[src/rtl/spinner_pkg.sv]
// Shared types and constants for the spinner array: channel mode encoding
// and the headroom used by the signed position arithmetic.
package spinner_pkg;

    typedef enum logic [1:0] {
        MODE_WRAP     = 2'b00,
        MODE_CLAMP    = 2'b01,
        MODE_SPRING   = 2'b10,
        MODE_WRAP_ALT = 2'b11
    } spin_mode_e;

    localparam int INTER_EXTRA = 2;
    localparam int DELTA_W     = 8;

    function automatic int inter_width(input int width);
        return width + INTER_EXTRA;
    endfunction

endpackage

[src/rtl/spinner_chan.sv]
// One spinner channel: accelerating button steps on strobe edges, toggle-
// qualified deltas, and wrap / clamp / spring-to-centre position policy.
module spinner_chan
    import spinner_pkg::*;
#(
    parameter int WIDTH       = 8,
    parameter int STEP_MIN    = 1,
    parameter int STEP_MAX    = 4,
    parameter int ACCEL       = 1,
    parameter int LIMIT_LO    = 0,
    parameter int LIMIT_HI    = 2**WIDTH - 1,
    parameter int CENTER      = 2**(WIDTH - 1),
    parameter int RETURN_STEP = 2,
    parameter int RESET_VAL   = 0
) (
    input  logic             i_clk,
    input  logic             i_reset,
    input  logic             i_strobe_edge,
    input  logic             i_plus,
    input  logic             i_minus,
    input  logic [8:0]       i_spin_in,
    input  logic [1:0]       i_mode,
    output logic [WIDTH-1:0] o_spin_out
);

    localparam int IW = inter_width(WIDTH);
    localparam logic signed [IW-1:0] LO_S  = IW'(LIMIT_LO);
    localparam logic signed [IW-1:0] HI_S  = IW'(LIMIT_HI);
    localparam logic signed [IW-1:0] CTR_S = IW'(CENTER);
    localparam logic signed [IW-1:0] RET_S = IW'(RETURN_STEP);

    logic [WIDTH-1:0]        r_pos;
    logic [WIDTH-1:0]        r_step;
    logic                    r_tog;

    spin_mode_e              w_mode;
    logic                    w_up;
    logic                    w_dn;
    logic                    w_move;
    logic                    w_toggle;
    logic signed [IW-1:0]    w_btn;
    logic signed [IW-1:0]    w_dlt;
    logic signed [IW-1:0]    w_sum;
    logic signed [IW-1:0]    w_clamped;
    logic [WIDTH-1:0]        w_spring;
    logic [WIDTH-1:0]        w_next;
    logic [WIDTH:0]          w_step_inc;
    logic [WIDTH-1:0]        w_step_next;

    assign w_mode   = spin_mode_e'(i_mode);
    assign w_up     = i_strobe_edge & i_plus & ~i_minus;
    assign w_dn     = i_strobe_edge & i_minus & ~i_plus;
    assign w_move   = w_up | w_dn;
    assign w_toggle = i_spin_in[8] ^ r_tog;

    always_comb begin
        w_btn = '0;
        if (w_up)
            w_btn = signed'(IW'(r_step));
        else if (w_dn)
            w_btn = -signed'(IW'(r_step));

        w_dlt = '0;
        if (w_toggle)
            w_dlt = IW'(signed'(i_spin_in[DELTA_W-1:0]));

        w_sum = signed'(IW'(r_pos)) + w_btn + w_dlt;

        w_clamped = w_sum;
        if (w_sum < LO_S)
            w_clamped = LO_S;
        else if (w_sum > HI_S)
            w_clamped = HI_S;

        // Spring return only on frames where the buttons produced no motion.
        w_spring = w_clamped[WIDTH-1:0];
        if (w_mode == MODE_SPRING && i_strobe_edge && !w_move) begin
            if (w_clamped > CTR_S)
                w_spring = (w_clamped - CTR_S > RET_S) ? WIDTH'(w_clamped - RET_S) : WIDTH'(CTR_S);
            else if (w_clamped < CTR_S)
                w_spring = (CTR_S - w_clamped > RET_S) ? WIDTH'(w_clamped + RET_S) : WIDTH'(CTR_S);
        end

        case (w_mode)
            MODE_CLAMP, MODE_SPRING: w_next = w_spring;
            default:                 w_next = w_sum[WIDTH-1:0];
        endcase
    end

    always_comb begin
        w_step_inc  = {1'b0, r_step} + (WIDTH+1)'(ACCEL);
        w_step_next = r_step;
        if (i_strobe_edge) begin
            if (!w_move)
                w_step_next = WIDTH'(STEP_MIN);
            else if (w_step_inc >= (WIDTH+1)'(STEP_MAX))
                w_step_next = WIDTH'(STEP_MAX);
            else
                w_step_next = WIDTH'(w_step_inc);
        end
    end

    always_ff @(posedge i_clk) begin
        if (i_reset) begin
            r_pos  <= WIDTH'(RESET_VAL);
            r_step <= WIDTH'(STEP_MIN);
            r_tog  <= i_spin_in[8];
        end else begin
            r_pos  <= w_next;
            r_step <= w_step_next;
            r_tog  <= i_spin_in[8];
        end
    end

    assign o_spin_out = r_pos;

endmodule

[src/rtl/spinner_array.sv]
// Array of independent spinner channels sharing one frame strobe; the strobe
// rising edge is detected once here and fanned out to every channel.
module spinner_array
    import spinner_pkg::*;
#(
    parameter int CHANNELS    = 2,
    parameter int WIDTH       = 8,
    parameter int STEP_MIN    = 1,
    parameter int STEP_MAX    = 4,
    parameter int ACCEL       = 1,
    parameter int LIMIT_LO    = 0,
    parameter int LIMIT_HI    = 2**WIDTH - 1,
    parameter int CENTER      = 2**(WIDTH - 1),
    parameter int RETURN_STEP = 2,
    parameter int RESET_VAL   = 0
) (
    input  logic                      clk,
    input  logic                      reset,
    input  logic                      strobe,
    input  logic [CHANNELS-1:0]       plus,
    input  logic [CHANNELS-1:0]       minus,
    input  logic [9*CHANNELS-1:0]     spin_in,
    input  logic [2*CHANNELS-1:0]     mode,
    output logic [WIDTH*CHANNELS-1:0] spin_out
);

    logic r_strobe;
    logic w_strobe_edge;

    // Register resets high so a strobe already high at release is not an edge.
    always_ff @(posedge clk) begin
        if (reset)
            r_strobe <= 1'b1;
        else
            r_strobe <= strobe;
    end

    assign w_strobe_edge = strobe & ~r_strobe;

    for (genvar g = 0; g < CHANNELS; g++) begin : g_chan
        spinner_chan #(
            .WIDTH       (WIDTH),
            .STEP_MIN    (STEP_MIN),
            .STEP_MAX    (STEP_MAX),
            .ACCEL       (ACCEL),
            .LIMIT_LO    (LIMIT_LO),
            .LIMIT_HI    (LIMIT_HI),
            .CENTER      (CENTER),
            .RETURN_STEP (RETURN_STEP),
            .RESET_VAL   (RESET_VAL)
        ) u_chan (
            .i_clk         (clk),
            .i_reset       (reset),
            .i_strobe_edge (w_strobe_edge),
            .i_plus        (plus[g]),
            .i_minus       (minus[g]),
            .i_spin_in     (spin_in[g*9 +: 9]),
            .i_mode        (mode[g*2 +: 2]),
            .o_spin_out    (spin_out[g*WIDTH +: WIDTH])
        );
    end

endmodule

[config.mk]
export PLATFORM = sky130hd
export DESIGN_NAME = spinner_array
export DESIGN_NICKNAME = d
export VERILOG_FILES = /design/src/rtl/spinner_pkg.sv /design/src/rtl/spinner_chan.sv /design/src/rtl/spinner_array.sv
export SDC_FILE = /design/constraint.sdc
export NUM_CORES = 1
export LEC_CHECK = 0
export ABC_AREA = 1
export BUFFER_PORTS_ARGS = -buffer_cell sky130_fd_sc_hd__buf_2
export CORE_UTILIZATION = 30
export CTS_BUF_LIST = sky130_fd_sc_hd__clkbuf_4 sky130_fd_sc_hd__clkbuf_8 sky130_fd_sc_hd__clkbuf_16
export DETAILED_ROUTE_END_ITERATION = 6
export PLACE_DENSITY_LB_ADDON = 0.08
export SLEW_MARGIN = 10
export SYNTH_ARGS = -nofsm -noshare
export SYNTH_HDL_FRONTEND = slang
export SYNTH_SLANG_ARGS = --single-unit
[constraint.sdc]
create_clock -name clk -period 6.2 [get_ports clk]
set_input_delay 0.31 -clock clk [delete_from_list [all_inputs] [get_ports clk]]
set_output_delay 0.31 -clock clk [all_outputs]
set_load 0.01 [all_outputs]
# Word-level counts from Yosys, hierarchy flattened

Cells that the tools add are included.
Widths: inputs -> output; s select.

Equal/unequal tests: 4
Multiplexer cells: 26
Add/sub/neg operators: 16
Bitwise operators: 18
Reduce and logical (&&, ||, !) cells: 8
Order comparisons: 14

Operator list:

| kind                  | count |
|---|---|
| $mux 8                | 16 |
| $mux 10               | 10 |
| $gt 10x3->1 const B   | 4 |
| $gt 10x9->1 const B   | 4 |
| $add 10x10->10        | 2 |
| $add 9x10->10         | 2 |
| $lt 10x1->1 const B   | 2 |
| $lt 10x9->1 const B   | 2 |
| $neg 8->10            | 2 |
| $sub 10x9->10 const B | 2 |
| $sub 9x10->10 const A | 2 |
| $add 8x1->9 const B   | 2 |
| $ge 9x3->1 const B    | 2 |
| $add 8x3->8 const B   | 2 |
| $sub 8x3->8 const B   | 2 |
| $and 1x1->1           | 9 |
| $not 1->1             | 5 |
| $eq 2x1->1 const B    | 2 |
| $eq 2x2->1 const B    | 2 |
| $logic_and 1x1->1     | 4 |
| $reduce_or 2->1       | 2 |
| $logic_not 1->1       | 2 |
| $or 1x1->1            | 2 |
| $xor 1x1->1           | 2 |

Word-level logic and storage cells: 93
Output and inout bits: 16
Bits in registers: 35

# Depth between registers and ports, before layout

Gate-level depths: netlist of run 1.

Depth after elaboration: 18
Mapped depth: 36
Mapped depth without buffers: 36

# Modules after synthesis

From an unflattened synthesis of run 1, not the netlist that was laid out.

Cells, all modules: 873
Area, all modules: 5,465.2 µm²

Modules (own cells, without submodules):

| module                           | area an instance (µm²) | seq. area each (µm²) | cells each | times used |
|---|---|---|---|---|
| spinner_chan at g_chan[0].u_chan | 2,773.9                | 340.3                | 444        | 1 |
| spinner_chan at g_chan[1].u_chan | 2,653.8                | 340.3                | 424        | 1 |
| spinner_array                    | 37.5                   | 20.0                 | 5          | 1 |

# Least setup slack after synthesis of run 1

No wires, ideal clock.

Kind: register to register
Start: register r_strobe
End: register g_chan[0].u_chan.r_pos[6]
Arrival time: 4.260 ns
Cell stages (with the launch flop): 31
Clock period less this slack: 4.381 ns
Buffers on the path: 1
Setup slack: 1.819 ns
Data required time: 6.078 ns
Cell sequence: dfxtp_1 > inv_1 > nand2_2 > nor3_1 > inv_1 > o21ai_0 > inv_1 > fa_1 > inv_1 > ha_1 > inv_1 > fa_1 > inv_1 > nand3_1 > nand2_1 > a21oi_2 > inv_1 > nand3_2 > nand2_4 > buf_6 > nand2_2 > ha_1 > a22oi_1 > nand3_1 > nor2_1 > nand3_1 > nand2_4 > nand3b_1 > o21ai_1 > nand2_1 > a21oi_2

Word-level cells in the longest chain between the ends: 18

RTL lines:

| what                      | line                | RTL |
|---|---|---|
| start, declared           | spinner_array.sv:27 | `logic r_strobe;` |
| start signal, assigned    | spinner_array.sv:35 | `r_strobe <= strobe;` |
| $not 1->1 (*)             | spinner_array.sv:38 | `assign w_strobe_edge = strobe & ~r_strobe;` |
| $and 1x1->1 (*)           | spinner_array.sv:38 |  |
| $and 1x1->1 (2 in series) | spinner_chan.sv:52  | `assign w_dn = i_strobe_edge & i_minus & ~i_plus;` |
| $mux 10                   | spinner_chan.sv:60  | `else if (w_dn)` |
| $mux 10                   | spinner_chan.sv:58  | `if (w_up)` |
| $add 9x10->10             | spinner_chan.sv:67  | `w_sum = signed'(IW'(r_pos)) + w_btn + w_dlt;` |
| $add 10x10->10            | spinner_chan.sv:67  |  |
| $gt 10x9->1               | spinner_chan.sv:72  | `else if (w_sum > HI_S)` |
| $mux 10                   | spinner_chan.sv:72  |  |
| $mux 10                   | spinner_chan.sv:70  | `if (w_sum < LO_S)` |
| $sub 9x10->10             | spinner_chan.sv:81  | `w_spring = (CTR_S - w_clamped > RET_S) ? WIDTH'(w_clamped + RET_S) : WIDTH'(CTR_S);` |
| $gt 10x3->1               | spinner_chan.sv:81  |  |
| $mux 8                    | spinner_chan.sv:81  |  |
| $mux 8                    | spinner_chan.sv:80  | `else if (w_clamped < CTR_S)` |
| $mux 8                    | spinner_chan.sv:78  | `if (w_clamped > CTR_S)` |
| $mux 8                    | spinner_chan.sv:77  | `if (w_mode == MODE_SPRING && i_strobe_edge && !w_move) begin` |
| $mux 8 (*)                | spinner_chan.sv:84  | `case (w_mode)` |
| end signal, assigned      | spinner_chan.sv:105 | `r_pos <= WIDTH'(RESET_VAL);` |
| end signal, assigned      | spinner_chan.sv:109 | `r_pos <= w_next;` |
| end, declared             | spinner_chan.sv:32  | `logic [WIDTH-1:0] r_pos;` |

Mark *: on every way between the ends. The rest lies on a longest branch, timed or not.
A chain may end at the register's enable or synchronous reset.

# Worst setup path in the final report of run 1

Start: register r_strobe
End: register g_chan[0].u_chan.r_pos[0]

The elaborated chain is that of the path after synthesis.

==> impl_results.md, run 1 <==
* Outcome: finished, final reports clean
* Most prevalent standard cell on the critical path: sky130_fd_sc_hd__inv_1
* Flip-flop and latch count after synthesis at 35
* Startpoint type of the worst setup path: flop
* Most common library cell in the layout ignoring fill and taps: sky130_fd_sc_hd__nand2_1
* Worst rel slew slack at 56.6%
* Leakage power at 3.05 nW
* Floorplan Core Area at 0.0159 mm2
* Syn_area_per_cell at 5.96 um2
* Crit path max-delay cell type: sky130_fd_sc_hd__nor3_1
* Num CTS Buffers at 5
* Number of endpoints failing setup at the final stage at 0
* Depth of the CTS H-tree at 2
* Arrival time at the worst endpoint at 5.50 ns
* Detailed-route vias per instance at 4.63
* Root cell of the clock tree: sky130_fd_sc_hd__clkbuf_16
* Most used cells in the layout excluding fill and tap cells: sky130_fd_sc_hd__nand2_1, sky130_fd_sc_hd__inv_1, sky130_fd_sc_hd__nand3_1, sky130_fd_sc_hd__nor2_1, sky130_fd_sc_hd__buf_2
* Number of nets in the finished design at 960
* TritonCTS clock tree: yes
* Crit path capture type: flop
* Clk_lat worst skew at 0.29 ns
* RSZ-0062 raised after global routing: no
* Die Area at 0.0169 mm2
* Worst Setup Path Type: reg -> reg
* Ratio of total power to cell area at 297 mW/mm2
* Maximum buffer depth of the clock tree at 2
* Share of cells above drive strength 1 at 10.5%
* Fill count at 1867
* Vias in the first global route at 4914
* First-pass GRT wire length at 24.1 mm
* Number of port buffers at 44
* Netlist area before placement at 0.00492 mm2
* I/O pin count at 45
* Final clock skew at 0.00465 ns
* Worst hold-check path type: in -> reg
* Total count of hold-check failures in the final report at 0
* Std cell rows at 46
* Chip width at 130 um
* Remaining antenna violation count after routing at 0
* CTS hold repair buffers at 0
* Aggregate negative setup slack at 0 ns
* Tmin final at 5.33 ns
* Final core utilization at 34.8%
* Worst IR drop on VDD at 108 uV
* Crit-path max FO at 15
* HPWL reported at the end of detailed placement at 11.9 mm
* Cell count after synthesis at 826
* DRC violations left at 0
* Resize count post-CTS at 0
* Number of iterations in the first detailed-routing pass at 5
* Setup bufs post-CTS at 0
* Final Max Slew Viols at 0
* Residual overflow from global routing at 0
* Syn. warnings at 0
* Die boundary height at 130 um
* Count of antenna diodes in the layout at 0
* Antenna violations before repair at 0
* Sequential element share of the synthesized area at 14.2%
* Initial core utilization at 30.9%
* Total wire length at 14.4 mm
* Delay of the slowest cell on the worst path at 0.53 ns
* Max Cap Violations at 0
* Number of sinks driven by the clock tree at 35
* Measured slew at the worst slew-check pin at 0.647 ns
* Clock-pin slew reported for the worst setup and hold paths after clock tree synthesis at 0.06 ns
* Achievable clock frequency at 188 MHz
* Signed area change from the synthesized netlist to the final layout at 12.6%
* Mean routed wirelength per cell at 13.2 um
* Gp weighted congestion at 0.834
* Period utilization at 86.0%
* Initial detailed-routing violation count at 267
* Combined global-route utilization of all metal layers at 18.2%
* Worst Path Required at 6.36 ns
* Cell variety after synth at 38
* Vias at 5045
* Maximum number of pins on one net before global-route repair at 19
## flip-flops by register name, indices dropped and copies added (netlist names)
signal / cells
g_chan.u_chan.r_tog: 2
r_strobe: 1
g_chan.u_chan.o_spin_out: 16
g_chan.u_chan.r_step: 16
## critical path, delay by kind of cell, from the launching register on
family,cells,cell delay [ns]
adder cells (fa/ha/maj),4,1.26
AND/OR/NAND/NOR,15,2.13
buffers and inverters,9,0.96
flip-flops,1,0.29
AO/OA/AOI/OAI,4,0.54
## stage by stage
stage	total power, W	std cells	setup slack, ns	cell area (um2)	hold WS [ns]
3_3_place_gp	0.00140	1082	0.715	5390	0.447
2_1_floorplan	0.00110	831	1.82	4940	0.338
6_report	0.00165	1090	0.867	5550	0.149
5_1_grt	0.00183	1090	0.312	5550	0.147
3_5_place_dp	0.00136	1082	0.810	5390	0.450
4_1_cts	0.00166	1090	0.883	5550	0.143
## synth_stat cells
cell type,instances,area share (%)
sky130_fd_sc_hd__xnor2_1,8,1.4
sky130_fd_sc_hd__a2111oi_0,1,0.18
sky130_fd_sc_hd__buf_1,1,0.076
sky130_fd_sc_hd__xor2_1,15,2.7
sky130_fd_sc_hd__clkbuf_1,5,0.38
sky130_fd_sc_hd__o22ai_1,1,0.13
sky130_fd_sc_hd__o21bai_1,1,0.15
sky130_fd_sc_hd__o21ai_1,9,0.91
sky130_fd_sc_hd__a21oi_2,3,0.53
sky130_fd_sc_hd__nand2_1,235,18
sky130_fd_sc_hd__nand2_2,9,1.1
sky130_fd_sc_hd__nor2_1,52,4.0
sky130_fd_sc_hd__o21ai_0,42,4.3
sky130_fd_sc_hd__buf_6,2,0.46
sky130_fd_sc_hd__nand4_2,1,0.25
sky130_fd_sc_hd__conb_1,1,0.076
sky130_fd_sc_hd__nor2_2,5,0.64
sky130_fd_sc_hd__or2_2,4,0.51
sky130_fd_sc_hd__nor4_1,1,0.13
sky130_fd_sc_hd__fa_1,18,7.3
sky130_fd_sc_hd__nand4_1,22,2.8
sky130_fd_sc_hd__a21oi_1,36,3.7
sky130_fd_sc_hd__dfxtp_1,35,14
sky130_fd_sc_hd__o21a_1,2,0.30
sky130_fd_sc_hd__ha_1,40,10
sky130_fd_sc_hd__a31oi_1,4,0.51
sky130_fd_sc_hd__a22oi_1,2,0.30
sky130_fd_sc_hd__nand3b_1,4,0.61
sky130_fd_sc_hd__nand3_1,68,6.9
sky130_fd_sc_hd__nand2_4,5,1.1
sky130_fd_sc_hd__buf_2,2,0.20
sky130_fd_sc_hd__nor3_1,13,1.3
sky130_fd_sc_hd__inv_1,165,13
sky130_fd_sc_hd__inv_2,4,0.30
sky130_fd_sc_hd__nand3_2,6,1.2
sky130_fd_sc_hd__or2_0,2,0.25
sky130_fd_sc_hd__o21ai_2,1,0.18
sky130_fd_sc_hd__nor3_2,1,0.20
## logic make-up after synthesis
| family | Yosys count | share of synthesized area (%) |
|---|---|---|
| AOI/OAI and AO/OA | 102 | 11.1 |
| xor gates and xnor gates | 23 | 4.09 |
| adders and majority gates | 58 | 17.5 |
| buffers and inverters | 179 | 14.0 |
| DFF | 35 | 14.2 |
| other | 1 | 0.0761 |
| and+or+nand+nor | 428 | 39.0 |
## layout make-up
cell class                 count  area [um2]  share of cell area, %
inverter                     169         634                   11.4
sequential                    35         701                   12.6
clock buffer                   8         160                   2.89
tap                          216         270                   4.87
multi-input combinational    617        3550                   64.1
timing repair buffer          45         228                   4.11
## worst paths after layout
check | startpoint | end | slack (ns) | cells after the start
max | r_strobe | g_chan[0].u_chan.o_spin_out[0] | 0.87 | 32
min | spin_in[17] | g_chan[1].u_chan.r_tog | 0.15 | 1
max reg2reg | r_strobe | g_chan[0].u_chan.o_spin_out[0] | 0.87 | 32
min reg2reg | g_chan[1].u_chan.r_step[7] | g_chan[1].u_chan.r_step[7] | 0.48 | 2
## power breakdown
part | internal (W) | leakage, nW | switching (W)
Sequential | 0.000253 | 0.288 | 0.0000205
Clock | 0.000176 | 0.0806 | 0.000109
Combinational | 0.000370 | 2.68 | 0.000722
## layer usage
layer	wire length (um)	GRT usage, %	up-vias
met5	0	0	-
met4	171	4.31	0
met3	425	1.97	11
met2	6900	33.1	88
met1	6880	22.8	2269
li1	-	-	2677
Note: power is estimated with default switching activity, not from simulation.
==> run 2: changes to the inputs <==
CORE_ASPECT_RATIO = 0.6   (was unset)
==> run 2 against run 1 <==
  * Non-clock buffer count shrank 1
  * Clock skew up 0.0040 ns
  * Utilization grew 0.34 points
  * Sequential share of layout area increased by 0.089 points
  * Cell area shrank 0.70%
  * Sequential power grew 2%
  * Cell count fell by 1.3%
  * Critical endpoint is now g_chan[1].u_chan.o_spin_out[6]
==> impl_results.md, run 2 (synthesized netlist as in run 1, its figures left out) <==
* HPWL reported at the end of detailed placement at 13.6 mm (was 11.9 mm)
* Worst rel slew slack at 52.1% (was 56.6%)
* Aggregate negative setup slack at 0 ns (unchanged)
* Final clock skew at 0.00863 ns (was 0.00465 ns)
* Worst Hold Slack at 0.148 ns (was 0.149 ns)
* Register-to-Register Path Depth at 31 (was 32)
* Root cell of the clock tree: sky130_fd_sc_hd__clkbuf_16 (unchanged)
* Combined global-route utilization of all metal layers at 19.6% (was 18.2%)
* Clock-pin slew reported for the worst setup and hold paths after clock tree synthesis at 0.06 ns (about the same)
* Worst Path Required at 6.34 ns (was 6.36 ns)
* Residual overflow from global routing at 0 (unchanged)
* Clk_lat worst skew at 0.29 ns (about the same)
* Achievable clock frequency at 186 MHz (was 188 MHz)
* Met1 layer usage reported by global route at 33.0% (was 22.8%)
* Final worst-path setup slack at 0.830 ns (was 0.867 ns)
* Count of antenna diodes in the layout at 0 (unchanged)
* Initial core utilization at 31.4% (was 30.9%)
* Period utilization at 86.6% (was 86.0%)
* Most used cells in the layout excluding fill and tap cells: sky130_fd_sc_hd__nand2_1, sky130_fd_sc_hd__inv_1, sky130_fd_sc_hd__nand3_1, sky130_fd_sc_hd__nor2_1, sky130_fd_sc_hd__buf_2 (unchanged)
* Worst IR drop on VDD at 119 uV (was 108 uV)
* Arrival time at the worst endpoint at 5.51 ns (was 5.50 ns)
* Antenna violations before repair at 0 (unchanged)
* Signed area change from the synthesized netlist to the final layout at 11.8% (was 12.6%)
* Number of port buffers at 44 (unchanged)
* Global Route met3 Usage at 4.42% (was 1.97%)
* Maximum number of pins on one net before global-route repair at 19 (unchanged)
* Vias at 5254 (was 5045)
* Maximum buffer depth of the clock tree at 2 (unchanged)
* Crit path capture type: flop (unchanged)
* Total wire length at 16.3 mm (was 14.4 mm)
* Std cell rows at 35 (was 46)
* Most common library cell in the layout ignoring fill and taps: sky130_fd_sc_hd__nand2_1 (unchanged)
* Floorplan Core Area at 0.0157 mm2 (was 0.0159 mm2)
* Placement Setup Slack at 0.822 ns (was 0.810 ns)
* Startpoint type of the worst setup path: flop (unchanged)
* Tmin final at 5.37 ns (was 5.33 ns)
* Mean routed wirelength per cell at 15.1 um (was 13.2 um)
* Measured slew at the worst slew-check pin at 0.701 ns (was 0.647 ns)
* Initial detailed-routing violation count at 448 (was 267)
* Crit-path max FO at 16 (was 15)
* Number of iterations in the first detailed-routing pass at 5 (unchanged)
* Die boundary height at 101 um (was 130 um)
* Ratio of total power to cell area at 309 mW/mm2 (was 297 mW/mm2)
* Chip width at 167 um (was 130 um)
* Resize count post-CTS at 0 (unchanged)
* I/O pin count at 45 (unchanged)
* Leakage power at 3.03 nW (was 3.05 nW)
* Max Cap Violations at 0 (unchanged)
* Final Max Slew Viols at 0 (unchanged)
* Depth of the CTS H-tree at 2 (unchanged)
* Vias in the first global route at 4871 (was 4914)
* Share of cells above drive strength 1 at 10.4% (was 10.5%)
* Number of cells traversed by the worst hold path at 1 (unchanged)
* Delay of the slowest cell on the worst path at 0.53 ns (about the same)
* Gr busiest metal: met1 (was met2)
* Detailed-route vias per instance at 4.88 (was 4.63)
* Gp weighted congestion at 0.909 (was 0.834)
* DRC violations left at 0 (unchanged)
* CTS hold repair buffers at 0 (unchanged)
* TritonCTS clock tree: yes (unchanged)
* Fill count at 1728 (was 1867)
* Number of sinks driven by the clock tree at 35 (unchanged)
* Remaining antenna violation count after routing at 0 (unchanged)
* Number of nets in the finished design at 959 (was 960)
* Number of endpoints failing setup at the final stage at 0 (unchanged)
* Total count of hold-check failures in the final report at 0 (unchanged)
* RSZ-0062 raised after global routing: no (unchanged)
* Die Area at 0.0169 mm2 (about the same)
* First-pass GRT wire length at 26.0 mm (was 24.1 mm)
* Crit path max-delay cell type: sky130_fd_sc_hd__nor3_1 (unchanged)
* Outcome: finished, final reports clean (unchanged)
* M2 GR Usage at 24.2% (was 33.1%)
* Setup bufs post-CTS at 0 (unchanged)
* Worst hold-check path type: in -> reg (unchanged)
* Num CTS Buffers at 5 (unchanged)
* Worst Setup Path Type: reg -> reg (unchanged)
-- run 2: cell count changes in the layout (fill, tap and decap cells not counted), sizes merged --
cell and delta:
clkinv +1, clkinvlp +1, buf -1, clkbuf -2
-- run 2: layout make-up --
cell class                 count  area, um2  area share [%]
clock buffer                   6        133            2.41
clock inverter                 2       12.5           0.227
inverter                     169        634            11.5
multi-input combinational    617       3550            64.5
sequential                    35        701            12.7
tap                          203        254            4.61
timing repair buffer          44        220            4.00
-- run 2: metrics by stage --
stage	power, W	std cells	instance area (um2)	utilization (%)
2_1_floorplan	0.00110	831	4940	-
6_report	0.00170	1076	5510	35.1
4_1_cts	0.00169	1076	5510	35.1
3_5_place_dp	0.00141	1068	5360	34.2
5_1_grt	0.00186	1076	5510	35.1
3_3_place_gp	0.00143	1068	5360	34.2
-- run 2: critical path, delay by kind of cell, from the launching register on --
family | cells | cell delay (ns)
and+or+nand+nor | 16 | 2.32
adders and majority gates | 4 | 1.16
DFF | 1 | 0.30
AOI/OAI and AO/OA | 4 | 0.72
buffers and inverters | 7 | 0.71
-- run 2: metal layers --
layer	vias up	wire length (um)	part of all wire (%)
met3	10	1330	8.2
li1	2681	-	-
met5	-	0	0
met2	195	5360	33
met1	2368	9490	58
met4	0	76	0.47
-- run 2: path summary, 6_finish.rpt --
path / to / start / slack, ns
max: g_chan[1].u_chan.o_spin_out[6] / r_strobe / 0.83
min: g_chan[1].u_chan.r_tog / spin_in[17] / 0.15
max reg2reg: g_chan[1].u_chan.o_spin_out[6] / r_strobe / 0.83
min reg2reg: g_chan[1].u_chan.r_step[7] / g_chan[1].u_chan.r_step[7] / 0.48
-- run 2: report_power, final --
group | switching, W | internal, W | leakage (nW)
registers | 0.0000266 | 0.000253 | 0.288
clock network | 0.000114 | 0.000153 | 0.0703
logic | 0.000782 | 0.000373 | 2.67
total | 0.000923 | 0.000779 | 3.03
